--- src/rtl/fir_decim_buffer_pkg.sv ---
// Shared widths and helpers for the post-FIR decimator and its output buffer.
package fir_decim_buffer_pkg;

  localparam int unsigned SAMPLE_W = 16;
  localparam int unsigned FRAC_W   = 14;
  localparam int unsigned DROP_W   = 16;

  typedef logic [SAMPLE_W-1:0] sample_t;

  // Counter width able to hold values 0..n-1, never narrower than one bit.
  function automatic int unsigned cnt_width(input int unsigned n);
    return (n <= 1) ? 1 : $clog2(n);
  endfunction

endpackage

--- src/rtl/fir_decim_buffer_sync_fifo.sv ---
// First-word fall-through synchronous FIFO with a registered head word.
module sync_fifo #(
  parameter int unsigned WIDTH = 16,
  parameter int unsigned DEPTH = 8
) (
  input  logic                     clk,
  input  logic                     rst_n,
  input  logic                     i_push,
  input  logic [WIDTH-1:0]         i_din,
  input  logic                     i_pop,
  output logic [WIDTH-1:0]         o_dout,
  output logic                     o_valid,
  output logic                     o_full,
  output logic                     o_empty,
  output logic [$clog2(DEPTH):0]   o_level
);

  localparam int unsigned AW = $clog2(DEPTH);
  localparam int unsigned LW = AW + 1;

  logic [WIDTH-1:0] r_mem [DEPTH];
  logic [AW-1:0]    r_wr_ptr;
  logic [AW-1:0]    r_rd_ptr;
  logic [LW-1:0]    r_level;
  logic [WIDTH-1:0] r_dout;
  logic             r_full;
  logic             r_empty;
  logic             r_valid;

  logic             w_push;
  logic             w_pop;
  logic [LW-1:0]    w_level_nxt;
  logic [WIDTH-1:0] w_dout_nxt;

  // A full FIFO still accepts a push when the head leaves in the same cycle.
  always_comb begin
    w_pop       = i_pop && !r_empty;
    w_push      = i_push && (!r_full || w_pop);
    w_level_nxt = r_level;
    w_dout_nxt  = r_dout;
    if (w_push && !w_pop) begin
      w_level_nxt = r_level + LW'(1);
    end else if (!w_push && w_pop) begin
      w_level_nxt = r_level - LW'(1);
    end
    if (r_empty) begin
      if (w_push) w_dout_nxt = i_din;
    end else if (w_pop) begin
      if (r_level == LW'(1)) begin
        if (w_push) w_dout_nxt = i_din;
      end else begin
        w_dout_nxt = r_mem[r_rd_ptr + AW'(1)];
      end
    end
  end

  always_ff @(posedge clk) begin
    if (!rst_n) begin
      r_wr_ptr <= '0;
      r_rd_ptr <= '0;
      r_level  <= '0;
      r_dout   <= '0;
      r_full   <= 1'b0;
      r_empty  <= 1'b1;
      r_valid  <= 1'b0;
    end else begin
      if (w_push) r_wr_ptr <= r_wr_ptr + AW'(1);
      if (w_pop)  r_rd_ptr <= r_rd_ptr + AW'(1);
      r_level <= w_level_nxt;
      r_dout  <= w_dout_nxt;
      r_full  <= (w_level_nxt == LW'(DEPTH));
      r_empty <= (w_level_nxt == '0);
      r_valid <= (w_level_nxt != '0);
    end
  end

  always_ff @(posedge clk) begin
    if (rst_n && w_push) r_mem[r_wr_ptr] <= i_din;
  end

  assign o_dout  = r_dout;
  assign o_valid = r_valid;
  assign o_full  = r_full;
  assign o_empty = r_empty;
  assign o_level = r_level;

endmodule

--- src/rtl/fir_decim_buffer.sv ---
// Discards the FIR priming samples, keeps every DECIM-th sample and buffers it for the consumer.
module fir_decim_buffer
  import fir_decim_buffer_pkg::*;
#(
  parameter int unsigned DECIM = 4,
  parameter int unsigned DEPTH = 8,
  parameter int unsigned PRIME = 14
) (
  input  logic                   clk,
  input  logic                   rst_n,
  input  logic                   in_valid,
  input  logic [SAMPLE_W-1:0]    in_data,
  output logic                   out_valid,
  input  logic                   out_ready,
  output logic [SAMPLE_W-1:0]    out_data,
  output logic [$clog2(DEPTH):0] fifo_level,
  output logic                   overflow,
  output logic [DROP_W-1:0]      drop_count
);

  localparam int unsigned PRIME_W = cnt_width(PRIME + 1);
  localparam int unsigned PHASE_W = cnt_width(DECIM);

  logic [PRIME_W-1:0] r_prime_cnt;
  logic [PHASE_W-1:0] r_phase;
  logic               r_overflow;
  logic [DROP_W-1:0]  r_drop_count;

  logic w_primed;
  logic w_keep;
  logic w_pop;
  logic w_drop;
  logic w_full;
  logic w_empty;

  always_comb begin
    w_primed = (r_prime_cnt == PRIME_W'(PRIME));
    w_keep   = in_valid && w_primed && (r_phase == '0);
    w_pop    = out_ready && !w_empty;
    w_drop   = w_keep && w_full && !w_pop;
  end

  always_ff @(posedge clk) begin
    if (!rst_n) begin
      r_prime_cnt  <= '0;
      r_phase      <= '0;
      r_overflow   <= 1'b0;
      r_drop_count <= '0;
    end else begin
      if (in_valid && !w_primed) r_prime_cnt <= r_prime_cnt + PRIME_W'(1);
      if (in_valid && w_primed) begin
        r_phase <= (r_phase == PHASE_W'(DECIM - 1)) ? '0 : r_phase + PHASE_W'(1);
      end
      if (w_drop) begin
        r_overflow <= 1'b1;
        if (r_drop_count != '1) r_drop_count <= r_drop_count + DROP_W'(1);
      end
    end
  end

  sync_fifo #(
    .WIDTH (SAMPLE_W),
    .DEPTH (DEPTH)
  ) u_fifo (
    .clk     (clk),
    .rst_n   (rst_n),
    .i_push  (w_keep),
    .i_din   (in_data),
    .i_pop   (w_pop),
    .o_dout  (out_data),
    .o_valid (out_valid),
    .o_full  (w_full),
    .o_empty (w_empty),
    .o_level (fifo_level)
  );

  assign overflow   = r_overflow;
  assign drop_count = r_drop_count;

endmodule

--- config.mk ---
export PLATFORM = sky130hd
export DESIGN_NAME = fir_decim_buffer
export DESIGN_NICKNAME = d
export VERILOG_FILES = /design/src/rtl/fir_decim_buffer_pkg.sv /design/src/rtl/fir_decim_buffer_sync_fifo.sv /design/src/rtl/fir_decim_buffer.sv
export SDC_FILE = /design/constraint.sdc
export NUM_CORES = 1
export LEC_CHECK = 0
export CAP_MARGIN = 15
export CORE_ASPECT_RATIO = 0.9
export CORE_UTILIZATION = 30
export DETAILED_ROUTE_END_ITERATION = 7
export GPL_ROUTABILITY_DRIVEN = 0
export PLACE_DENSITY = 0.55
export SLEW_MARGIN = 20
export SYNTH_ARGS = -nofsm -noshare
export SYNTH_HDL_FRONTEND = slang
export SYNTH_SLANG_ARGS = --single-unit
--- constraint.sdc ---
create_clock -name clk -period 4.1 [get_ports clk]
set_input_delay 0.82 -clock clk [delete_from_list [all_inputs] [get_ports clk]]
set_output_delay 0.82 -clock clk [all_outputs]
set_load 0.05 [all_outputs]
==> qor.txt, run 1 <==
CTS H-tree depth: 4
CP Max Fanout: 11
Post-CTS Setup Repair Bufs: 0
clock-pin slew on the worst setup and hold paths: 0.06 ns
yosys warns: 0
DP HPWL: 10700 um
Max Clock Freq: 347 MHz
Starting Density: 30.9%
Max Slew Vio Count: 0
Worst slew margin: 31.8%
Worst path max stage delay: 0.51 ns
Post-synth EDFFs: 128
crit path launch: in_valid
CP top delay family: buffers and inverters
worst path required time: 4.22 ns
largest net degree at the start of global routing: 34
number of antenna violations at the first check in global routing: 1
Routed Wire Length: 16100 um
total CTS buffers: 17
Hold WC Path Type: flop to flop
cell area after layout: 9190 um^2
M2 GR Usage: 20.8%
top cells by area, synth: edfxtp_1 (51%), dfxtp_1 (14%), mux4_2 (9.5%), mux2i_1 (5.2%), a221oi_2 (1.8%)
diodes inserted: 0
Initial DRC Count: 257
post_cts resized: 0
Setup violations, final: 0
multi-input logic area: 2550 um^2
Filler Cell Count: 2246
Maximum Capacitance Violations: 0
LEAKAGE: 2.90 nW
Mapped Area: 7580 um^2
Final period util: 70.3%
Register Area: 4890 um^2
Worst Hold Launch: overflow$_SDFFE_PN0P_
r2r startpoint: r_prime_cnt[0]$_SDFFE_PN0P_
DP Cell Count: 859
RSZ-0062 raised after global routing: no
kind of critical path: input pin to flop
Clock Skews: 0.00819 ns
crit-path cells: clkdlybuf4s50_1 > nand4_2 > a211oi_4 > buf_4 > nand3_1 > nor2_1 > buf_4
most used routing layer: met2
#FFs+latches synth: 180
Slew @ Worst Pin: 1.02 ns
CTS Buffer Depth: 2
CP startpoint kind: input pin
top cell type by total area after synthesis: edfxtp_1
first-pass GRT wire length: 25500 um
antenna viol nets, final: 0
TritonRoute pass-1 iters: 4
Placed Area: 8600 um^2
cell mode on critical path: buf_4
Syn Area/Cell: 16.1 um^2
All-Layer GR Usage: 13.1%
core area: 24500 um^2
clk root buf: clkbuf_16
# DRC: 0
GR Layer Usage met3: 2.70%
height of the die: 153 um
total gr overflow: 0
most common flop cell mapped by yosys: edfxtp_1
distinct cell type count after synthesis: 57
CP max-delay cell: clkdlybuf4s50_1
WP data arrival: 3.01 ns
port bufs: 57
Skew-Pair Late Insertion Delay: 0.42 ns
sequential fraction of the synthesis area: 64.5%
CTS Hold Bufs: 0
CTS tree: yes
nets: 572
share of post-route cells with drive strength above 1: 20.9%
row count: 54
Layout Cells excl Fill: 891
maximum VDD drop: 278 uV
Worst Path Buf+Inv: 3
Syn Nets: 500
detailed-route via count: 4283
mean routed wirelength per cell: 18.1 um
Setup TNS: 0 ns
Pwr Density: 534 nW/um^2
P&R area growth vs syn: 21.2%
chip width: 170 um
Final Hold Viols: 0
total power: 4.90 mW
Sink Count: 180
Die Footprint: 25900 um^2
Synth async-reset ratio: 0%
status: finished, final reports clean
post-synth top area share: 50.7%
I/O pin cnt: 58
grt met1 use: 17.8%
Final min period: 2.88 ns
number of global-route vias before repair: 4474
Synth Instances: 470
Avg Vias per Cell: 4.81
CP Capture Type: flop
[cells in the mapped netlist, drive strengths merged, types with 2 or more instances]
cell type    n
a21oi        8
and4         2
xnor2       14
a211oi       3
mux4        32
nand3       10
buf         14
and3         2
a221oi      16
dfxtp       52
clkbuf       8
nand4        6
xor2         5
inv         11
a22oi        2
nand2       19
mux2i       39
edfxtp     128
nor2        30
a2111oi      4
and2         2
nand3b       2
ha          10
nand2b       7
nor3         8
nor4         4
nor3b        3
o21ai       17
[registers in the layout, indices dropped and copies added (netlist names)]
signal	flops
u_fifo.r_wr_ptr	3
u_fifo.r_rd_ptr	3
r_prime_cnt	4
r_phase	2
overflow	1
u_fifo.o_level	4
u_fifo.o_valid	1
u_fifo.o_dout	16
u_fifo.o_full	1
u_fifo.o_empty	1
u_fifo.r_mem	128
drop_count	16
[power breakdown]
part           internal (mW)  switching (mW)  total, mW
sequential              2.04          0.0889       2.13
clock                  0.908           0.692       1.60
combinational          0.464           0.713       1.18
total                   3.41            1.49       4.90
[worst register-to-register path: stages (launching register included)]
cell and delay, ns:
dfxtp_1 0.35, inv_1 0.08, ha_1 0.21, nand4_2 0.23, a211oi_4 0.34, buf_4 0.32, nand3_1 0.21, nor2_1 0.32
buf_4 0.26
[logic make-up after synthesis]
group / Yosys count / synth area share [%]
and+or+nand+nor: 98 / 7.32
buffers and inverters: 33 / 2.18
muxes: 72 / 14.8
DFF: 180 / 64.5
xor gates and xnor gates: 19 / 2.49
AOI/OAI and AO/OA: 58 / 7.08
adders and majority gates: 10 / 1.65
[layer usage]
metal | wire length, um | vias to the layer above
li1 | - | 1982
met1 | 7470 | 2184
met2 | 7700 | 100
met3 | 801 | 17
met4 | 174 | 0
met5 | 0 | -
[final timing paths]
check                                      end  slack (ns)  cells past startpoint
hold reg to reg          overflow$_SDFFE_PN0P_        0.45                      2
setup reg to reg  u_fifo.r_mem[6][8]$_DFFE_PP_        1.50                      8
setup / recovery  u_fifo.r_mem[6][8]$_DFFE_PP_        1.22                      7
hold / removal           overflow$_SDFFE_PN0P_        0.45                      2
[cells in the final DEF (no fill, tap or decap), drive strengths merged, types with 14 or more instances in the layout]
cell type,n
xnor2,14
clkdlybuf4s50,57
edfxtp,128
a221oi,16
clkbuf,19
mux4,32
o21ai,17
nor2,30
nand2,19
inv,15
dfxtp,52
mux2i,39
buf,18
[stage by stage]
step | utilization, % | hold slack [ns] | setup WS [ns]
3_5_place_dp | 35.1 | 0.437 | 0.761
6_report | 37.5 | 0.446 | 1.22
2_1_floorplan | - | 0.440 | 0.737
5_1_grt | 37.5 | 0.466 | 1.08
3_3_place_gp | 35.1 | 0.442 | 0.787
4_1_cts | 37.5 | 0.448 | 1.21
[cell type report]
class	instances	share of cell area, %
repair buffers	75	7.68
flip-flops and latches	180	53.2
multi-input cells	257	27.8
inverters	11	0.450
well taps	336	4.58
clock buffers	19	4.71
clock inverters	13	1.62
No activity file was read; power rests on OpenSTA's default activity.
==> inputs of run 2 (changes only) <==
==> constraint.sdc (replaced) <==
create_clock -name clk -period 2.9 [get_ports clk]
set_input_delay 0.58 -clock clk [delete_from_list [all_inputs] [get_ports clk]]
set_output_delay 0.58 -clock clk [all_outputs]
set_load 0.05 [all_outputs]
==> run 2 against run 1 <==
Effect of this change: combinational power rose by 42%; worst hold slack better by 0.0057 ns; critical path type is now flop to primary output; critical endpoint is now drop_count[6]; power up 42%; routed wire length fell by 0.56%; critical path depth down 6; sequential power rose by 41%; clock power rose by 45%; die area is the same; sequential cell count did not move; via count shrank 0.72%.
==> qor.txt, run 2 (synthesis results as in run 1) <==
Final period util: 81.5%
Sink Count: 180 (unchanged)
Maximum Capacitance Violations: 0 (unchanged)
Avg Vias per Cell: 4.76 (-1.1%)
port bufs: 57 (unchanged)
Layout Cells excl Fill: 894 (+0.34%)
Setup TNS: 0 ns (unchanged)
commonest non-fill, non-tap cell in the layout: edfxtp_1
first-pass GRT wire length: 25400 um (-0.22%)
Post-CTS Setup Repair Bufs: 0 (unchanged)
RSZ-0062 raised after global routing: no
Starting Density: 30.9% (unchanged)
P&R area growth vs syn: 22.9%
CTS H-tree depth: 4 (unchanged)
CP Capture Type: primary output
most used routing layer: met2
Pwr Density: 750 nW/um^2 (+41%)
Worst slew margin: 42.2% (+10 points)
status: finished, final reports clean
antenna viol nets, final: 0 (unchanged)
CP startpoint kind: flop
mean routed wirelength per cell: 18.0 um (-0.90%)
CP max-delay cell: clkdlybuf4s50_1
CTS Buffer Depth: 2 (unchanged)
Skew-Pair Late Insertion Delay: 0.43 ns (about the same)
Clock Skews: 0.0145 ns (+0.00629 ns)
TritonRoute pass-1 iters: 4 (unchanged)
clock-pin slew on the worst setup and hold paths: 0.07 ns (about the same)
largest register by flop count: u_fifo.r_mem
post_cts resized: 0 (unchanged)
GR Layer Usage met3: 3.66% (+0.96 points)
Worst Path Buf+Inv: 1 (-2)
chip width: 170 um (unchanged)
diodes inserted: 0 (unchanged)
CP top delay family: buffers and inverters
Initial DRC Count: 291 (+13%)
detailed-route via count: 4252 (-0.72%)
Max Slew Vio Count: 0 (unchanged)
core area: 24500 um^2 (unchanged)
All-Layer GR Usage: 13.2% (+0.10 points)
Routed Wire Length: 16100 um (-0.56%)
LEAKAGE: 2.94 nW (+1.6%)
clk root buf: clkbuf_16
CTS tree: yes
crit-path cells: clkdlybuf4s50_1
number of antenna violations at the first check in global routing: 0 (-1)
grt met1 use: 17.8% (about the same)
total CTS buffers: 17 (unchanged)
Final Hold Viols: 0 (unchanged)
Die Footprint: 25900 um^2 (unchanged)
number of global-route vias before repair: 4353 (-2.7%)
row count: 54 (unchanged)
Worst path max stage delay: 0.86 ns (+0.35 ns)
CTS Hold Bufs: 0 (unchanged)
WP data arrival: 1.78 ns (-1.23 ns)
maximum VDD drop: 396 uV (+43%)
total gr overflow: 0 (unchanged)
Slew @ Worst Pin: 0.866 ns (-0.157 ns)
DP Cell Count: 862 (+0.35%)
DP HPWL: 10200 um (-4.5%)
worst path required time: 2.32 ns (-1.90 ns)
share of post-route cells with drive strength above 1: 21.5% (+0.60 points)
CP Max Fanout: 7 (-4)
height of the die: 153 um (unchanged)
kind of critical path: flop to primary output
max reg flops: 128 (unchanged)
commonest non-fill, non-tap cells in the layout: edfxtp_1 (128), clkdlybuf4s50_1 (57), dfxtp_1 (51)
Setup violations, final: 0 (unchanged)
Max Clock Freq: 423 MHz
largest net degree at the start of global routing: 34 (unchanged)
Final min period: 2.36 ns
Hold WC Path Type: flop to flop
M2 GR Usage: 20.8% (about the same)
# DRC: 0 (unchanged)
I/O pin cnt: 58 (unchanged)
nets: 575 (+0.52%)
## run 2: layout make-up
| class | count | area, um^2 |
|---|---|---|
| clock buffer | 17 | 425 |
| sequential | 180 | 4890 |
| inverter | 11 | 41.3 |
| clock inverter | 15 | 185 |
| timing repair buffer | 78 | 803 |
| fill | 2256 | 15200 |
| tap | 336 | 420 |
| multi-input combinational | 257 | 2550 |
## run 2: worst paths after layout
check	from	slack, ns	cells after the start	to
worst min-delay path	overflow$_SDFFE_PN0P_	0.45	2	overflow$_SDFFE_PN0P_
worst min register to register	overflow$_SDFFE_PN0P_	0.45	2	overflow$_SDFFE_PN0P_
worst max-delay path	drop_count[6]$_SDFFE_PN0P_	0.54	1	drop_count[6]
worst max register to register	r_prime_cnt[0]$_SDFFE_PN0P_	0.70	8	u_fifo.o_valid$_SDFF_PN0_
## run 2: power breakdown
group	total, mW	switching [mW]	internal [mW]	leakage, nW
combinational	1.67	1.00	0.666	1.07
clock	2.32	1.08	1.24	0.297
sequential	3.00	0.120	2.88	1.57
total	6.98	2.20	4.78	2.94
## run 2: worst register-to-register path, stage by stage, from the launching register on
cell and delay [ns]:
dfxtp_1 0.35, inv_1 0.07, ha_1 0.21, nand4_2 0.17
buf_4 0.20, nor4_4 0.38, a22oi_1 0.20, xnor2_2 0.19
o31a_1 0.31
## run 2: metal layers
metal / part of all wire, % / vias up / wire length [um]
met1: 47 / 2153 / 7570
met4: 0.99 / 0 / 159
met2: 47 / 84 / 7620
met5: 0 / - / 0
met3: 4.4 / 15 / 704
li1: - / 2000 / -
## run 2: through the flow
step                      hold slack, ns  cell area, um^2  worst slack [ns]  utilization (%)  power (mW)
after CTS                          0.455             9310             0.509             38.0        7.08
final                              0.451             9310             0.535             38.0        6.98
after detailed placement           0.445             8700             0.216             35.5        4.74
after global routing               0.473             9310             0.468             38.0        7.30
after floorplan                    0.440             7600             0.307                -        4.23
after global placement             0.442             8700             0.292             35.5        4.72
==> inputs of run 3 (changes only) <==
==> constraint.sdc (replaced) <==
create_clock -name clk -period 2.5 [get_ports clk]
set_input_delay 0.5 -clock clk [delete_from_list [all_inputs] [get_ports clk]]
set_output_delay 0.5 -clock clk [all_outputs]
set_load 0.05 [all_outputs]
==> run 3 against run 2 <==
Effect of this change: power increased by 17%; routed wire length increased by 1.2%; sequential power increased by 16%; count of clock-buffer cells in the layout increased by 1; global-route usage increased by 0.14 points; clock power increased by 19%.
==> qor.txt, run 3 (synthesis results as in run 1) <==
status: finished, final reports clean
Worst path max stage delay: 0.86 ns (about the same)
LEAKAGE: 2.99 nW (+1.7%)
Final min period: 2.28 ns
kind of critical path: flop to primary output
I/O pin cnt: 58 (unchanged)
first-pass GRT wire length: 25900 um (+2.0%)
clock-pin slew on the worst setup and hold paths: 0.07 ns (about the same)
Initial DRC Count: 308 (+5.8%)
Final period util: 91.2%
M2 GR Usage: 21.1% (+0.37 points)
Clock Skews: 0.0138 ns (-0.000654 ns)
Hold EP: overflow$_SDFFE_PN0P_
Final Hold Viols: 0 (unchanged)
crit-path cells: clkdlybuf4s50_1
Skew-Pair Late Insertion Delay: 0.43 ns (about the same)
commonest non-fill, non-tap cells in the layout: edfxtp_1 (128), clkdlybuf4s50_1 (57), dfxtp_1 (51)
post_cts resized: 0 (unchanged)
CP top delay family: buffers and inverters
P&R area growth vs syn: 23.1%
WP data arrival: 1.78 ns (about the same)
DP HPWL: 10900 um (+7.2%)
multi-input logic area: 2550 um^2 (unchanged)
total CTS buffers: 17 (unchanged)
Hold WC Path Type: flop to flop
CTS Hold Bufs: 0 (unchanged)
CTS Buffer Depth: 2 (unchanged)
Layout Cells excl Fill: 905 (+1.2%)
largest net degree at the start of global routing: 34 (unchanged)
max reg flops: 128 (unchanged)
cell area after layout: 9330 um^2 (+0.23%)
Maximum Capacitance Violations: 0 (unchanged)
CP Capture Type: primary output
RSZ-0062 raised after global routing: no
port bufs: 57 (unchanged)
diodes inserted: 0 (unchanged)
Max Clock Freq: 439 MHz
maximum VDD drop: 420 uV (+6.2%)
CTS tree: yes
DP Cell Count: 873 (+1.3%)
r2r startpoint: r_prime_cnt[0]$_SDFFE_PN0P_
detailed-route via count: 4286 (+0.80%)
Worst Path Buf+Inv: 1 (unchanged)
CP startpoint kind: flop
TritonRoute pass-1 iters: 4 (unchanged)
CTS H-tree depth: 4 (unchanged)
Register Area: 4890 um^2 (unchanged)
Starting Density: 30.9% (unchanged)
Post-CTS Setup Repair Bufs: 0 (unchanged)
share of post-route cells with drive strength above 1: 23.0% (+1.5 points)
height of the die: 153 um (unchanged)
CP Max Fanout: 7 (unchanged)
chip width: 170 um (unchanged)
Hold Path Cell Cnt: 2 (unchanged)
Pwr Density: 878 nW/um^2 (+17%)
# DRC: 0 (unchanged)
GR Layer Usage met3: 2.68% (-0.99 points)
CP max-delay cell: clkdlybuf4s50_1
worst reg2reg setup slack: 0.32 ns (-0.38 ns)
number of global-route vias before repair: 4492 (+3.2%)
grt met1 use: 18.2% (+0.39 points)
largest register by flop count: u_fifo.r_mem
Placed Area: 8720 um^2 (+0.23%)
Die Footprint: 25900 um^2 (unchanged)
row count: 54 (unchanged)
mean routed wirelength per cell: 17.9 um (about the same)
Layout Utilization: 38.0% (+0.087 points)
core area: 24500 um^2 (unchanged)
commonest non-fill, non-tap cell in the layout: edfxtp_1
worst path required time: 2.00 ns (-0.32 ns)
number of antenna violations at the first check in global routing: 0 (unchanged)
r2r endpoint: u_fifo.r_mem[5][11]$_DFFE_PP_
Avg Vias per Cell: 4.74 (-0.43%)
clk root buf: clkbuf_16
Filler Cell Count: 2259 (+0.13%)
Worst Hold Launch: overflow$_SDFFE_PN0P_
antenna viol nets, final: 0 (unchanged)
Routed Wire Length: 16200 um (+1.2%)
most used routing layer: met2
nets: 586 (+1.9%)
total gr overflow: 0 (unchanged)
Slew @ Worst Pin: 0.954 ns (+0.0877 ns)
reg2reg path depth: 7 (-1)
Setup violations, final: 0 (unchanged)
All-Layer GR Usage: 13.4% (+0.14 points)
Sink Count: 180 (unchanged)
Max Slew Vio Count: 0 (unchanged)
Worst slew margin: 36.4% (-5.8 points)
-- run 3: where the power goes --
part / switching (mW) / internal [mW]
logic: 1.17 / 0.783
clock network: 1.23 / 1.53
registers: 0.140 / 3.34
total: 2.54 / 5.65
-- run 3: routing by layer --
metal	routed length (um)	part of all wire, %
met5	0	0
met4	246	1.5
met3	422	2.6
met2	7930	49
met1	7640	47
-- run 3: worst max-delay path by stage --
stage / start / to / slack (ns) / cells past startpoint
finish: drop_count[6]$_SDFFE_PN0P_ / drop_count[6] / 0.22 / 1
global route: r_prime_cnt[0]$_SDFFE_PN0P_ / u_fifo.r_mem[5][7]$_DFFE_PP_ / 0.13 / 7
CTS: u_fifo.o_level[1]$_SDFF_PN0_ / fifo_level[1] / 0.19 / 1
detailed placement: in_valid / u_fifo.r_mem[5][14]$_DFFE_PP_ / -0.11 / 6
global placement: in_valid / u_fifo.r_mem[5][13]$_DFFE_PP_ / -0.12 / 6
floorplan: r_prime_cnt[0]$_SDFFE_PN0P_ / u_fifo.r_mem[3][0]$_DFFE_PP_ / -0.09 / 7
-- run 3: cell type report --
type | instances | area share, %
flip-flops and latches | 180 | 52.4
multi-input cells | 257 | 27.3
repair buffers | 89 | 8.82
clock buffers | 18 | 4.60
well taps | 336 | 4.51
clock inverters | 14 | 1.96
inverters | 11 | 0.443
-- run 3: through the flow --
stage / hold WS (ns) / power, mW / setup TNS [ns] / setup WS [ns]
finish: 0.463 / 8.19 / 0 / 0.221
global placement: 0.454 / 5.49 / -1.67 / -0.117
floorplan: 0.440 / 4.90 / -8.90 / -0.0925
detailed placement: 0.450 / 5.52 / -2.11 / -0.110
global route: 0.485 / 8.54 / 0 / 0.135
CTS: 0.463 / 8.30 / 0 / 0.186
